## src/rtl/nonce_search_ctrl.sv

```systemverilog
// Proof-of-work sequencer: latches header and target, walks the nonce space
// one hash-core transaction at a time, and stops on the first hit or at MAX_NONCE.
module nonce_search_ctrl #(
   parameter int unsigned        BYTE      = 8,
   parameter int unsigned        NONCE_W   = 32,
   parameter int unsigned        HASH_W    = 24,
   parameter logic [NONCE_W-1:0] MAX_NONCE = {NONCE_W{1'b1}}
) (
   input  logic                      clk,
   input  logic                      reset,
   input  logic                      start,
   input  logic                      abort,
   input  logic [BYTE*12-1:0]        data_in,
   input  logic [BYTE-1:0]           target,
   output logic                      core_start,
   output logic [BYTE*12+NONCE_W-1:0] core_block,
   input  logic                      core_done,
   input  logic [HASH_W-1:0]         core_hash,
   output logic                      busy,
   output logic                      finished,
   output logic                      found,
   output logic [NONCE_W-1:0]        nonce_out
);

   typedef enum logic [2:0] {
      S_IDLE,
      S_ISSUE,
      S_WAIT,
      S_CHECK,
      S_DONE
   } state_t;

   state_t               r_state;
   logic [BYTE*12-1:0]   r_header;
   logic [BYTE-1:0]      r_target;
   logic [NONCE_W-1:0]   r_nonce;
   logic [HASH_W-1:0]    r_hash;
   logic                 r_core_start;
   logic                 r_busy;
   logic                 r_finished;
   logic                 r_found;
   logic [NONCE_W-1:0]   r_nonce_out;
   logic                 w_hit;
   logic                 w_in_search;

   // A hit needs both of the two most significant hash bytes strictly below target.
   assign w_hit = (r_hash[HASH_W-1 -: BYTE] < r_target) &&
                  (r_hash[HASH_W-BYTE-1 -: BYTE] < r_target);

   assign w_in_search = (r_state == S_ISSUE) || (r_state == S_WAIT) || (r_state == S_CHECK);

   always_ff @(posedge clk) begin
      if (reset) begin
         r_state      <= S_IDLE;
         r_header     <= '0;
         r_target     <= '0;
         r_nonce      <= '0;
         r_hash       <= '0;
         r_core_start <= 1'b0;
         r_busy       <= 1'b0;
         r_finished   <= 1'b0;
         r_found      <= 1'b0;
         r_nonce_out  <= '0;
      end else begin
         r_core_start <= 1'b0;
         if (abort && w_in_search) begin
            r_state <= S_IDLE;
            r_busy  <= 1'b0;
         end else begin
            case (r_state)
               S_IDLE: begin
                  if (start) begin
                     r_header     <= data_in;
                     r_target     <= target;
                     r_nonce      <= '0;
                     r_found      <= 1'b0;
                     r_core_start <= 1'b1;
                     r_busy       <= 1'b1;
                     r_state      <= S_ISSUE;
                  end
               end
               S_ISSUE: r_state <= S_WAIT;
               S_WAIT: begin
                  if (core_done) begin
                     r_hash  <= core_hash;
                     r_state <= S_CHECK;
                  end
               end
               S_CHECK: begin
                  if (w_hit) begin
                     r_found     <= 1'b1;
                     r_nonce_out <= r_nonce;
                     r_finished  <= 1'b1;
                     r_busy      <= 1'b0;
                     r_state     <= S_DONE;
                  end else if (r_nonce == MAX_NONCE) begin
                     r_found     <= 1'b0;
                     r_nonce_out <= MAX_NONCE;
                     r_finished  <= 1'b1;
                     r_busy      <= 1'b0;
                     r_state     <= S_DONE;
                  end else begin
                     r_nonce      <= r_nonce + 1'b1;
                     r_core_start <= 1'b1;
                     r_state      <= S_ISSUE;
                  end
               end
               S_DONE: begin
                  // Only a falling start re-arms the controller.
                  if (!start) begin
                     r_finished <= 1'b0;
                     r_state    <= S_IDLE;
                  end
               end
               default: r_state <= S_IDLE;
            endcase
         end
      end
   end

   assign core_start = r_core_start;
   assign core_block = {r_header, r_nonce};
   assign busy       = r_busy;
   assign finished   = r_finished;
   assign found      = r_found;
   assign nonce_out  = r_nonce_out;

endmodule

```

## config.mk

```make
export PLATFORM = sky130hd
export DESIGN_NAME = nonce_search_ctrl
export DESIGN_NICKNAME = d
export VERILOG_FILES = /design/src/rtl/nonce_search_ctrl.sv
export SDC_FILE = /design/constraint.sdc
export NUM_CORES = 1
export LEC_CHECK = 0
export BUFFER_PORTS_ARGS = -buffer_cell sky130_fd_sc_hd__buf_2
export CORE_MARGIN = 1.5
export CORE_UTILIZATION = 35
export CTS_CLUSTER_DIAMETER = 50
export CTS_CLUSTER_SIZE = 16
export DETAILED_ROUTE_END_ITERATION = 12
export PLACE_DENSITY = 0.73
export SYNTH_ARGS = -nofsm -noshare
export SYNTH_HDL_FRONTEND = slang
export SYNTH_SLANG_ARGS = --single-unit
```

## constraint.sdc

```tcl
create_clock -name clk -period 2.4 [get_ports clk]
set_clock_uncertainty 0.2 [all_clocks]
set_input_delay 0.48 -clock clk [delete_from_list [all_inputs] [get_ports clk]]
set_output_delay 0.48 -clock clk [all_outputs]
set_load 0.1 [all_outputs]
```

Word level (Yosys, flattened, before mapping)
Cells that the tools add are included.
{ "totals": {"input_bits": 133, "regBits": 199} }
{ "classes": {"bitwise_logic": 1, "n_reduce_logical": 17, "add_sub_neg": 1, "n_lt_le_gt_ge": 2, "muxes": 27, "eq_ne": 11} }
{ "ops": {"columns": ["cell", "n"], "rows": [
  ["32-bit 2-to-1 mux", 5],
  ["32-bit case mux with 2 select lines", 1],
  ["32-bit by 1-bit adder with 32-bit output (second input constant)", 1],
  ["32-bit equality test (second input constant)", 1],
  ["8-bit < comparator", 2],
  ["3-bit 2-to-1 mux", 5],
  ["3-bit case mux with 5 select lines", 1],
  ["3-bit AND reduction", 5],
  ["1-bit 2-to-1 mux", 11],
  ["2-bit != test (second input constant)", 5],
  ["1-bit case mux with 2 select lines", 4],
  ["4-bit AND reduction", 2],
  ["3-bit by 2-bit equality test with 1-bit output (second input constant)", 2],
  ["2-bit nonzero test", 3],
  ["5-bit AND reduction", 1],
  ["3-bit by 1-bit equality test with 1-bit output (second input constant)", 1],
  ["3-bit equality test (second input constant)", 1],
  ["3-bit logical NOT", 1],
  ["3-bit by 2-bit != test with 1-bit output (second input constant)", 1],
  ["1-bit logical AND", 2],
  ["1-bit logical OR", 2],
  ["2-bit OR reduction", 1],
  ["1-bit inverter", 1]
]} }

Logic depth before layout (Yosys ltp)
Gate-level depths: netlist (run 1).
{ "depth": {"word_depth": 6, "mapped_depth": 11, "ltp_nobuf": 9} }

Least setup slack after synthesis (run 1)
Ideal clock, no wire load.
{ "synth_timing": {"path_type": "register -> register", "from": "register r_nonce[4]", "to": "register r_nonce[31]", "stages_incl_launch_ff": 9, "arrival_time_ns": 2.740, "setup_slack_ns": -0.610, "path_buffers": 2, "setup_time_ns": 0.070, "cell_sequence": "dfxtp_1 > buf_2 > and4_4 > nand4_4 > or2_0 > buf_2 > or3_1 > or3_1 > a21oi_1"} }
{ "synth_between": {"elab_chain_len": 4, "elab_cells_between_ends": 7, "cone_classes": "add/sub: 1; eq/ne: 2; mux: 3; reduce/logical: 1"} }
{ "synth_rtl": {"columns": ["item", "line_no", "source"], "rows": [
  ["start, declared", "36", "logic [NONCE_W-1:0] r_nonce;"],
  ["start signal, assigned", "103", "r_nonce <= r_nonce + 1'b1;"],
  ["32-bit by 1-bit adder with 32-bit output", "103", null],
  ["32-bit 2-to-1 mux", "96", "end else if (r_nonce == MAX_NONCE) begin"],
  ["32-bit 2-to-1 mux", "90", "if (w_hit) begin"],
  ["32-bit case mux with 2 select lines", "70", "case (r_state)"]
]} }
Parallel ways exist; a longest one is shown, timed or not. The select of a mux whose other input is x is not followed.
A chain may end at the register's enable or synchronous reset.

Worst setup path after layout (run 1)
{ "layout_timing": {"from": "register r_target[5]", "to": "register r_nonce[21]"} }
{ "layout_between": {"elab_chain_len": 4, "elab_cells_between_ends": 5, "cone_classes": "order compare: 2; eq/ne: 1; reduce/logical: 2"} }
{ "layout_rtl": {"columns": ["item", "line_no", "source"], "rows": [
  ["start, declared", "35", "logic [BYTE-1:0] r_target;"],
  ["start signal, assigned", "74", "r_target <= target;"],
  ["8-bit < comparator, on equally long branches", "47, 48", null],
  ["1-bit logical AND (*)", "47", "assign w_hit = (r_hash[HASH_W-1 -: BYTE] < r_target) &&"],
  ["2-bit != test (no source line) (*)", null, null],
  ["5-bit AND reduction (no source line) (*)", null, null]
]} }
Mark *: on every way between the ends. The rest lies on a longest branch, timed or not.

==> impl_metrics.ini, run 1 <==
[route]
vias = 7478
wl_mm = 21.5
first_iter_violations = 307
ant_nets = 0
wl_per_cell_um = 14.2
first_pass_iters = 4
drc_errors = 0
routed_via_density = 4.94

[cells_and_area]
utilization = 0.493
register_area_mm2 = 0.00391
area_delta_synth_final_pct = 38.0
fillers = 2024
multi_input_area_mm2 = 0.00363
nets = 1372
drive_gt1_frac = 0.366

[power]
powerDensity_mw_per_mm2 = 824
leakage_nw = 4.53
vdd_drop_max_uv = 488

[clocking]
clk_pin_slew_ns = 0.08
htree_levels = 4
insertion_delay_ns = 0.43
cts.sinks = 191
ctsHoldBuffers = 0
cts_made_buffers = 17
cts_tree = yes
cts_max_path_buffers = 2
clockRootBuffer = clkbuf_16

[critical_path]
crit_type = reg -> reg
required_ns = 2.52
endpoint_kind = register
cp-start-kind = register
crit_buf_inv = 4
critical_path.top_delay_family = compound AO/OA/AOI/OAI gates
slowest_stage = dfxtp_2
cp_max_fo = 7
cpPeakStageDelay_ns = 0.36
crit_path_frequent_cell = buf_6
worst_ep_arrival_time_ns = 2.53
crit_chain = inv_4 > ha_4 > a211oi_2 > o22ai_2 > nor3_2 > buf_4 > nand4_4 > nand4_1 > buf_6 > buf_6 > nor4_1 > o21a_1

[logic_synthesis]
syn_area_mm2 = 0.00751
synth_commonest_cells = nand2_1, dfxtp_1, a21oi_1
synth_edf_count = 0
ys_seq_area_frac = 0.509
ys.flop_type = dfxtp_1
synth.largest_area_cell = dfxtp_1
synth_most_common_cell = nand2_1
netlist_top_cells_area = dfxtp_1, nand2_1, a21oi_1
synth_top_area_share = 0.509
netlist_instances = 936
ys_types = 45
synth_fp_nets = 1084
synth-seq-cells = 191
postSynth.asyncResetShare = 0
syn_area_per_cell_um2 = 8.02
yosysWarnings = 0

[global_route]
grt_usage = 0.188
grt_pass1_vias = 6840
grt_pass1_wl_mm = 33.5
antenna_found_initial = 3
grt_overflow = 0
grt_max_degree = 107

[floorplanning]
die_h_um = 149
initial_core_util = 0.357
fp.dieArea_mm2 = 0.0223
die_x_um = 149
row_count = 53
ios = 297
core_area_mm2 = 0.0210

[timing]
rsz0062_at_grt = yes
final-setup-viol-count = 2
fin_crit_ns = 2.41
drv_slew = 0
slew_headroom = 0.592
max_freq_mhz = 415
finalHoldViolations = 0
finalCritPeriodShare = 1.00
tightest_slew_ns = 0.613
finalWorstSetupSlack_ns = -0.00936
final.setup.tns_ns = -0.00946

[outcome]
violations = negative setup slack
outcome = finished with violations

[placed_design]
dp_hpwl_mm = 14.8
portBuffers = 288
gp_congestion = 0.805

[run]
maxCapViolations = 0

[worst_hold_path]
hp-class = in -> reg
per-stage QoR:
stage | setup WS, ns | power [mW] | std cells | hold slack (ns) | area [µm²]
after floorplan | -0.0646 | 5.26 | 936 | 0.236 | 7590
after global placement | -0.0553 | 5.73 | 1466 | 0.238 | 9400
after detailed placement | -0.0680 | 5.75 | 1466 | 0.244 | 9400
after CTS | -0.0191 | 8.57 | 1506 | 0.0627 | 10200
after global routing | -0.101 | 8.90 | 1512 | 0.0637 | 10400
final | -0.00936 | 8.54 | 1513 | 0.0747 | 10400
cells in the final DEF (no fill, tap or decap), drive strengths merged, types with 2 or more instances in the layout:
| cell | Yosys | layout |
|---|---|---|
| and4 | 4 | 4 |
| clkinvlp | 0 | 2 |
| a21oi | 130 | 130 |
| nor3 | 38 | 38 |
| clkbuf | 51 | 18 |
| mux2i | 17 | 17 |
| o22ai | 3 | 3 |
| o31ai | 14 | 14 |
| or2 | 4 | 4 |
| diode | 0 | 2 |
| buf | 12 | 332 |
| nor2 | 109 | 109 |
| nor4 | 4 | 4 |
| nand3 | 14 | 14 |
| nand2 | 225 | 225 |
| and3b | 2 | 2 |
| dfxtp | 191 | 191 |
| nand2b | 2 | 2 |
| or3 | 12 | 12 |
| clkinv | 0 | 3 |
| o21a | 3 | 3 |
| and3 | 5 | 5 |
| a211oi | 2 | 2 |
| nor3b | 2 | 2 |
| o21ai | 18 | 18 |
| nand4 | 20 | 20 |
| or4 | 13 | 13 |
| and2 | 2 | 2 |
| ha | 15 | 15 |
| inv | 11 | 18 |
| xor2 | 2 | 2 |
| xnor2 | 3 | 3 |
tightest hold or removal path, delay by kind of cell:
kind / cells / cell delay, ns
and+or+nand+nor: 1 / 0.04
AOI/OAI and AO/OA: 1 / 0.05
buffers and inverters: 1 / 0.09
final cells by class:
cell class | count | share of cell area
diodes | 2 | 0.000483
multi-input cells | 671 | 0.350
flip-flops and latches | 191 | 0.377
clock inverters | 13 | 0.0122
inverters | 11 | 0.00471
repair buffers | 332 | 0.180
well taps | 275 | 0.0332
clock buffers | 18 | 0.0424
sequential cells by signal, summed over array words and instances (netlist names):
signal and count:
found 1, core_start 1, r_target 8, r_nonce 32
finished 1, r_header 96, r_state 3, busy 1
r_hash 16, nonce_out 32
cell families (layout without fill, tap and decap cells):
group           Yosys count  count (layout)  synth area share
fa+ha+maj                15              15            0.0250
other cells               0               2                 0
simple gates            457             457             0.270
mux                      17              17            0.0227
flops                   191             191             0.509
buf+inv                  74             374            0.0398
xor+xnor                  5               5           0.00583
compound gates          177             177             0.128
metal layers:
layer | part of all wire | GRT usage
met1 | 0.41 | 0.226
met5 | 0.00060 | 0
met2 | 0.49 | 0.320
met4 | 0.018 | 0.0554
met3 | 0.082 | 0.0588
where the power goes:
part	internal, mW	switching (mW)	total (mW)
clock network	1.48	1.30	2.78
registers	3.34	0.0932	3.43
logic	0.502	1.83	2.33
total	5.32	3.22	8.54
repair_timing:
action / 4_1_cts / 5_1_grt
setup endpoints to repair: 49 / 61
gates cloned: 1 / 0
gates resized for setup: 33 / 38
pin swaps: 21 / 31
buffers inserted: 9 / 7
final timing paths:
path              slack, ns  depth (start not counted)                       from                         to
hold / removal         0.07                          3                data_in[74]  r_header[74]$_SDFFE_PP0P_
setup / recovery     -0.009                         12   r_target[5]$_SDFFE_PP0P_   r_nonce[21]$_SDFFE_PP0P_
hold reg to reg        0.25                          2  r_header[42]$_SDFFE_PP0P_  r_header[42]$_SDFFE_PP0P_
setup reg to reg     -0.009                         12   r_target[5]$_SDFFE_PP0P_   r_nonce[21]$_SDFFE_PP0P_
Note: power is estimated with default switching activity, not from simulation.
==> inputs of run 2 (changes only) <==
--- a/config.mk
+++ b/config.mk
@@ -6,12 +6,11 @@
 export NUM_CORES = 1
 export LEC_CHECK = 0
 export BUFFER_PORTS_ARGS = -buffer_cell sky130_fd_sc_hd__buf_2
-export CORE_MARGIN = 1.5
+export CORE_MARGIN = 3
 export CORE_UTILIZATION = 35
 export CTS_CLUSTER_DIAMETER = 50
 export CTS_CLUSTER_SIZE = 16
 export DETAILED_ROUTE_END_ITERATION = 12
-export PLACE_DENSITY = 0.73
 export SYNTH_ARGS = -nofsm -noshare
 export SYNTH_HDL_FRONTEND = slang
 export SYNTH_SLANG_ARGS = --single-unit
==> run 2 against run 1 <==
Wire length is 12% higher. Global-route usage increased by 0.35 points. Largest cell class unchanged. Critical path type unchanged. Hold slack got worse by 0.0011 ns. Setup slack got worse by 0.033 ns. Count of clock-buffer cells in the layout is 1 higher. Critical path depth unchanged. Sequential cell count stayed put. First-iteration DRC count rose by 10%. Design area is 4.2% higher. Maximum frequency decreased by 1.3%. Critical endpoint is now r_nonce[10]$_SDFFE_PP0P_. Via count increased by 0.27%. The flow still finishes with violations (negative setup slack). Clock power up 4%.
==> impl_metrics.ini, run 2 (synthesis results as in run 1) <==
[critical_path]
cp_max_fo = 6
cp-start-kind = register
worst_ep_arrival_time_ns = 2.60
required_ns = 2.56
crit_type = reg -> reg
endpoint_kind = register

[global_route]
grt_max_degree = 108
grt_usage = 0.191
antenna_found_initial = 4
grt_overflow = 0
grt_pass1_wl_mm = 36.7
grt_pass1_vias = 6978

[route]
ant_nets = 0
vias = 7498
drc_errors = 0
wl_per_cell_um = 15.9
routed_via_density = 4.95
wl_mm = 24.1
first_iter_violations = 338
first_pass_iters = 4

[timing]
finalCritPeriodShare = 1.02
slew_headroom = 0.639
finalWorstSetupSlack_ns = -0.0421
drv_slew = 0
rsz0062_at_grt = yes
final.setup.tns_ns = -0.114
fin_crit_ns = 2.44
final-setup-viol-count = 7
hold_ws_ns = 0.0737
tightest_slew_ns = 0.546
finalHoldViolations = 0
max_freq_mhz = 409

[run]
maxCapViolations = 0

[cells_and_area]
nets = 1378
largest_reg_flops = 96
final_cell_mix = buf_2, nand2_1, dfxtp_1
utilization = 0.524
area_delta_synth_final_pct = 43.8
final_cells = 1514
top_register = r_header
final_common_cell = buf_2
drive_gt1_frac = 0.401

[floorplanning]
fp.dieArea_mm2 = 0.0233
ios = 297
die_x_um = 152
row_count = 52
core_area_mm2 = 0.0206
initial_core_util = 0.364
die_h_um = 152

[power]
vdd_drop_max_uv = 632
powerDensity_mw_per_mm2 = 807
leakage_nw = 4.66

[placed_design]
dp_hpwl_mm = 16.0
place_ws_ns = -0.100
portBuffers = 288
dpl.cell_count = 1464
gp_congestion = 0.799

[outcome]
outcome = finished with violations
violations = negative setup slack

[clocking]
cts_max_path_buffers = 2
clockRootBuffer = clkbuf_16
htree_levels = 4
clk_pin_slew_ns = 0.07
cts_tree = yes
cts.sinks = 191
insertion_delay_ns = 0.44
cts_made_buffers = 17

[worst_hold_path]
hp-class = in -> reg
-- run 2: changes by cell type in the layout (fill, tap and decap cells not counted), sizes merged --
cell      before  now
buf          332  334
clkbuf        18   23
clkinv         3    2
clkinvlp       2    4
inv           18   16
-- run 2: final cells by class --
cell class,instances,area (µm²)
antenna,2,5.00
clock buffer,19,475
clock inverter,12,120
fill,2012,9820
inverter,11,46.3
multi-input combinational,671,3890
sequential,191,3910
tap,270,338
timing repair buffer,338,2020
-- run 2: what timing repair did --
action                     in CTS  in global routing
cloned                          1                  7
setup endpoints to repair      58                 65
resized for setup               9                133
pin swaps                       8                 55
setup buffers                   3                  7
hold buffers                    0                  0
-- run 2: path summary, 6_finish.rpt --
check / to / from / slack, ns / cells after the start
hold reg to reg: r_header[37]$_SDFFE_PP0P_ / r_header[37]$_SDFFE_PP0P_ / 0.25 / 2
setup reg to reg: r_nonce[10]$_SDFFE_PP0P_ / r_target[5]$_SDFFE_PP0P_ / -0.04 / 12
setup / recovery: r_nonce[10]$_SDFFE_PP0P_ / r_target[5]$_SDFFE_PP0P_ / -0.04 / 12
hold / removal: r_header[32]$_SDFFE_PP0P_ / data_in[32] / 0.07 / 3
-- run 2: metal layers --
metal,GRT usage,share of wire
met1,0.227,0.41
met2,0.325,0.50
met3,0.0684,0.077
met4,0.0598,0.016
met5,0,0.0010
-- run 2: report_power, final --
part | switching, mW | leakage (nW) | internal (mW)
Combinational | 1.87 | 2.80 | 0.527
Sequential | 0.0917 | 1.58 | 3.34
Clock | 1.31 | 0.281 | 1.57
-- run 2: stage by stage --
| stage | power (mW) | instance area [µm²] |
|---|---|---|
| 3_5_place_dp | 5.76 | 9420 |
| 4_1_cts | 8.70 | 10100 |
| 5_1_grt | 9.08 | 10800 |
| 3_3_place_gp | 5.74 | 9420 |
| 2_1_floorplan | 5.26 | 7590 |
| 6_report | 8.72 | 10800 |
-- run 2: critical path: stages, from the launching register on --
cell and delay [ns]:
dfxtp_2 0.35, inv_4 0.05, ha_4 0.23, a211oi_2 0.23, o22ai_2 0.09, nor3_2 0.22, buf_4 0.16, nand4_4 0.19
nand3_4 0.16, buf_6 0.13, buf_6 0.11, o21ai_1 0.06, a21oi_1 0.17
==> inputs of run 3 (changes only) <==
--- a/config.mk
+++ b/config.mk
@@ -5,6 +5,7 @@
 export SDC_FILE = /design/constraint.sdc
 export NUM_CORES = 1
 export LEC_CHECK = 0
+export ABC_AREA = 1
 export BUFFER_PORTS_ARGS = -buffer_cell sky130_fd_sc_hd__buf_2
 export CORE_MARGIN = 3
 export CORE_UTILIZATION = 35
==> run 3 against run 2 <==
The run now ends clean. Synthesized area is 10% higher. Critical endpoint is now r_nonce[17]$_SDFFE_PP0P_. Count of clock-buffer cells in the layout is 2 lower. Cell count increased by 18%. Design area decreased by 0.32%. Clock power up 3%. Sequential cell count unchanged. Largest power group is now combinational cells. Sequential share of layout area decreased by 0.34 points.
==> impl_metrics.ini, run 3 <==
[floorplanning]
die_h_um = 160
ios = 297
die_x_um = 160
fp.dieArea_mm2 = 0.0255
initial_core_util = 0.361
row_count = 55
core_area_mm2 = 0.0229

[worst_hold_path]
hp-class = in -> reg

[route]
ant_nets = 0
drc_errors = 0
wl_per_cell_um = 14.7
wl_mm = 26.2
routed_via_density = 4.68
first_pass_iters = 5
vias = 8355
first_iter_violations = 472

[clocking]
clk_pin_slew_ns = 0.09
cts.sinks = 191
cts_max_path_buffers = 2
cts_tree = yes
htree_levels = 4
ctsHoldBuffers = 0
cts_made_buffers = 17
clockRootBuffer = clkbuf_16
insertion_delay_ns = 0.44

[critical_path]
cp-start-kind = register
crit_type = reg -> reg
endpoint_kind = register
crit_buf_inv = 3
critical_path.top_delay_family = simple AND/OR/NAND/NOR gates
crit_chain = inv_1 > ha_1 > nand2_1 > inv_1 > nand2_1 > nand3_1 > nor2_2 > nand3_4 > nand2_4 > nand2_4 > buf_4 > nand3_1 > a21oi_1
cpPeakStageDelay_ns = 0.32
worst_ep_arrival_time_ns = 2.32
cp_max_fo = 22
slowest_stage = dfxtp_1
required_ns = 2.50

[power]
leakage_nw = 4.77
powerDensity_mw_per_mm2 = 967
vdd_drop_max_uv = 494

[logic_synthesis]
syn_area_mm2 = 0.00827
yosysWarnings = 0
synth_top_area_share = 0.462
ys.flop_type = dfxtp_1
ys_seq_area_frac = 0.462
netlist_top_cells_area = dfxtp_1, nand2_1, a21oi_1
postSynth.asyncResetShare = 0
netlist_instances = 1192
synth_most_common_cell = nand2_1
synth_fp_nets = 1340
synth_commonest_cells = nand2_1, dfxtp_1, nor2_1
synth-seq-cells = 191
synth_edf_count = 0
synth.largest_area_cell = dfxtp_1
syn_area_per_cell_um2 = 6.94
ys_types = 28

[cells_and_area]
final_cell_mix = nand2_1, buf_2, nor2_1
fillers = 2435
top_register = r_header
register_area_mm2 = 0.00386
utilization = 0.470
area_delta_synth_final_pct = 30.1
final_common_cell = nand2_1
nets = 1606
drive_gt1_frac = 0.266
largest_reg_flops = 96
multi_input_area_mm2 = 0.00393

[placed_design]
gp_congestion = 0.941
portBuffers = 288
dp_hpwl_mm = 18.8
place_ws_ns = 0.0521

[global_route]
grt_pass1_vias = 7963
antenna_found_initial = 0
grt_usage = 0.200
grt_max_degree = 132
grt_pass1_wl_mm = 41.9
grt_overflow = 0

[run]
maxCapViolations = 0

[timing]
drv_slew = 0
tightest_slew_ns = 0.634
rsz0062_at_grt = no
finalWorstSetupSlack_ns = 0.178
final-setup-viol-count = 0
fin_crit_ns = 2.22
final.setup.tns_ns = 0
finalCritPeriodShare = 0.926
slew_headroom = 0.578
max_freq_mhz = 450
finalHoldViolations = 0

[outcome]
outcome = completed
-- run 3: metrics by stage --
stage	cell area (µm²)	hold WS, ns	power [mW]	cells
global placement	10100	0.239	7.42	1750
detailed placement	10100	0.241	7.45	1750
finish	10800	0.0730	10.4	1785
floorplan	8310	0.229	6.67	1192
CTS	10700	0.0501	10.4	1782
global route	10800	0.0589	11.0	1784
-- run 3: final timing paths --
path | start | end | slack, ns | cells past startpoint
worst max-delay path | r_target[7]$_SDFFE_PP0P_ | r_nonce[17]$_SDFFE_PP0P_ | 0.18 | 13
worst min-delay path | data_in[57] | r_header[57]$_SDFFE_PP0P_ | 0.07 | 3
worst max register to register | r_target[7]$_SDFFE_PP0P_ | r_nonce[17]$_SDFFE_PP0P_ | 0.18 | 13
worst min register to register | busy$_SDFFE_PP0P_ | busy$_SDFFE_PP0P_ | 0.25 | 2
-- run 3: final cells by class --
| cell class | instances | share of cell area |
|---|---|---|
| Antenna cell | 1 | 0.000232 |
| Clock buffer | 17 | 0.0395 |
| Clock inverter | 15 | 0.0189 |
| Inverter | 61 | 0.0215 |
| Multi-Input combinational cell | 875 | 0.365 |
| Sequential cell | 191 | 0.358 |
| Tap cell | 313 | 0.0364 |
| Timing Repair Buffer | 312 | 0.160 |
-- run 3: report_power, final --
group | total, mW | switching [mW] | internal, mW
registers | 3.60 | 0.140 | 3.46
logic | 3.84 | 3.03 | 0.807
clock network | 2.97 | 1.52 | 1.45
-- run 3: per-layer routing --
layer  vias to the layer above  GRT usage  share of wire
met4                         0     0.0561          0.016
li1                       4325          -              -
met3                        22     0.0661          0.079
met2                       251      0.330           0.47
met1                      3757      0.249           0.44
met5                         -          0              0
-- run 3: cell families after synthesis --
logic type	after synthesis	synth area share
buf+inv	126	0.0668
flops	191	0.462
fa+ha+maj	15	0.0227
compound gates	207	0.127
simple gates	642	0.310
xor+xnor	11	0.0116
-- run 3: worst min-delay path: stages --
cell and delay [ns]:
buf_2 0.09, nand2_1 0.05, a21oi_1 0.05
-- run 3: what timing repair did --
item,in CTS,in global routing
setup buffers,0,1
gates resized for setup,0,14
endpoints found under the setup margin,0,65
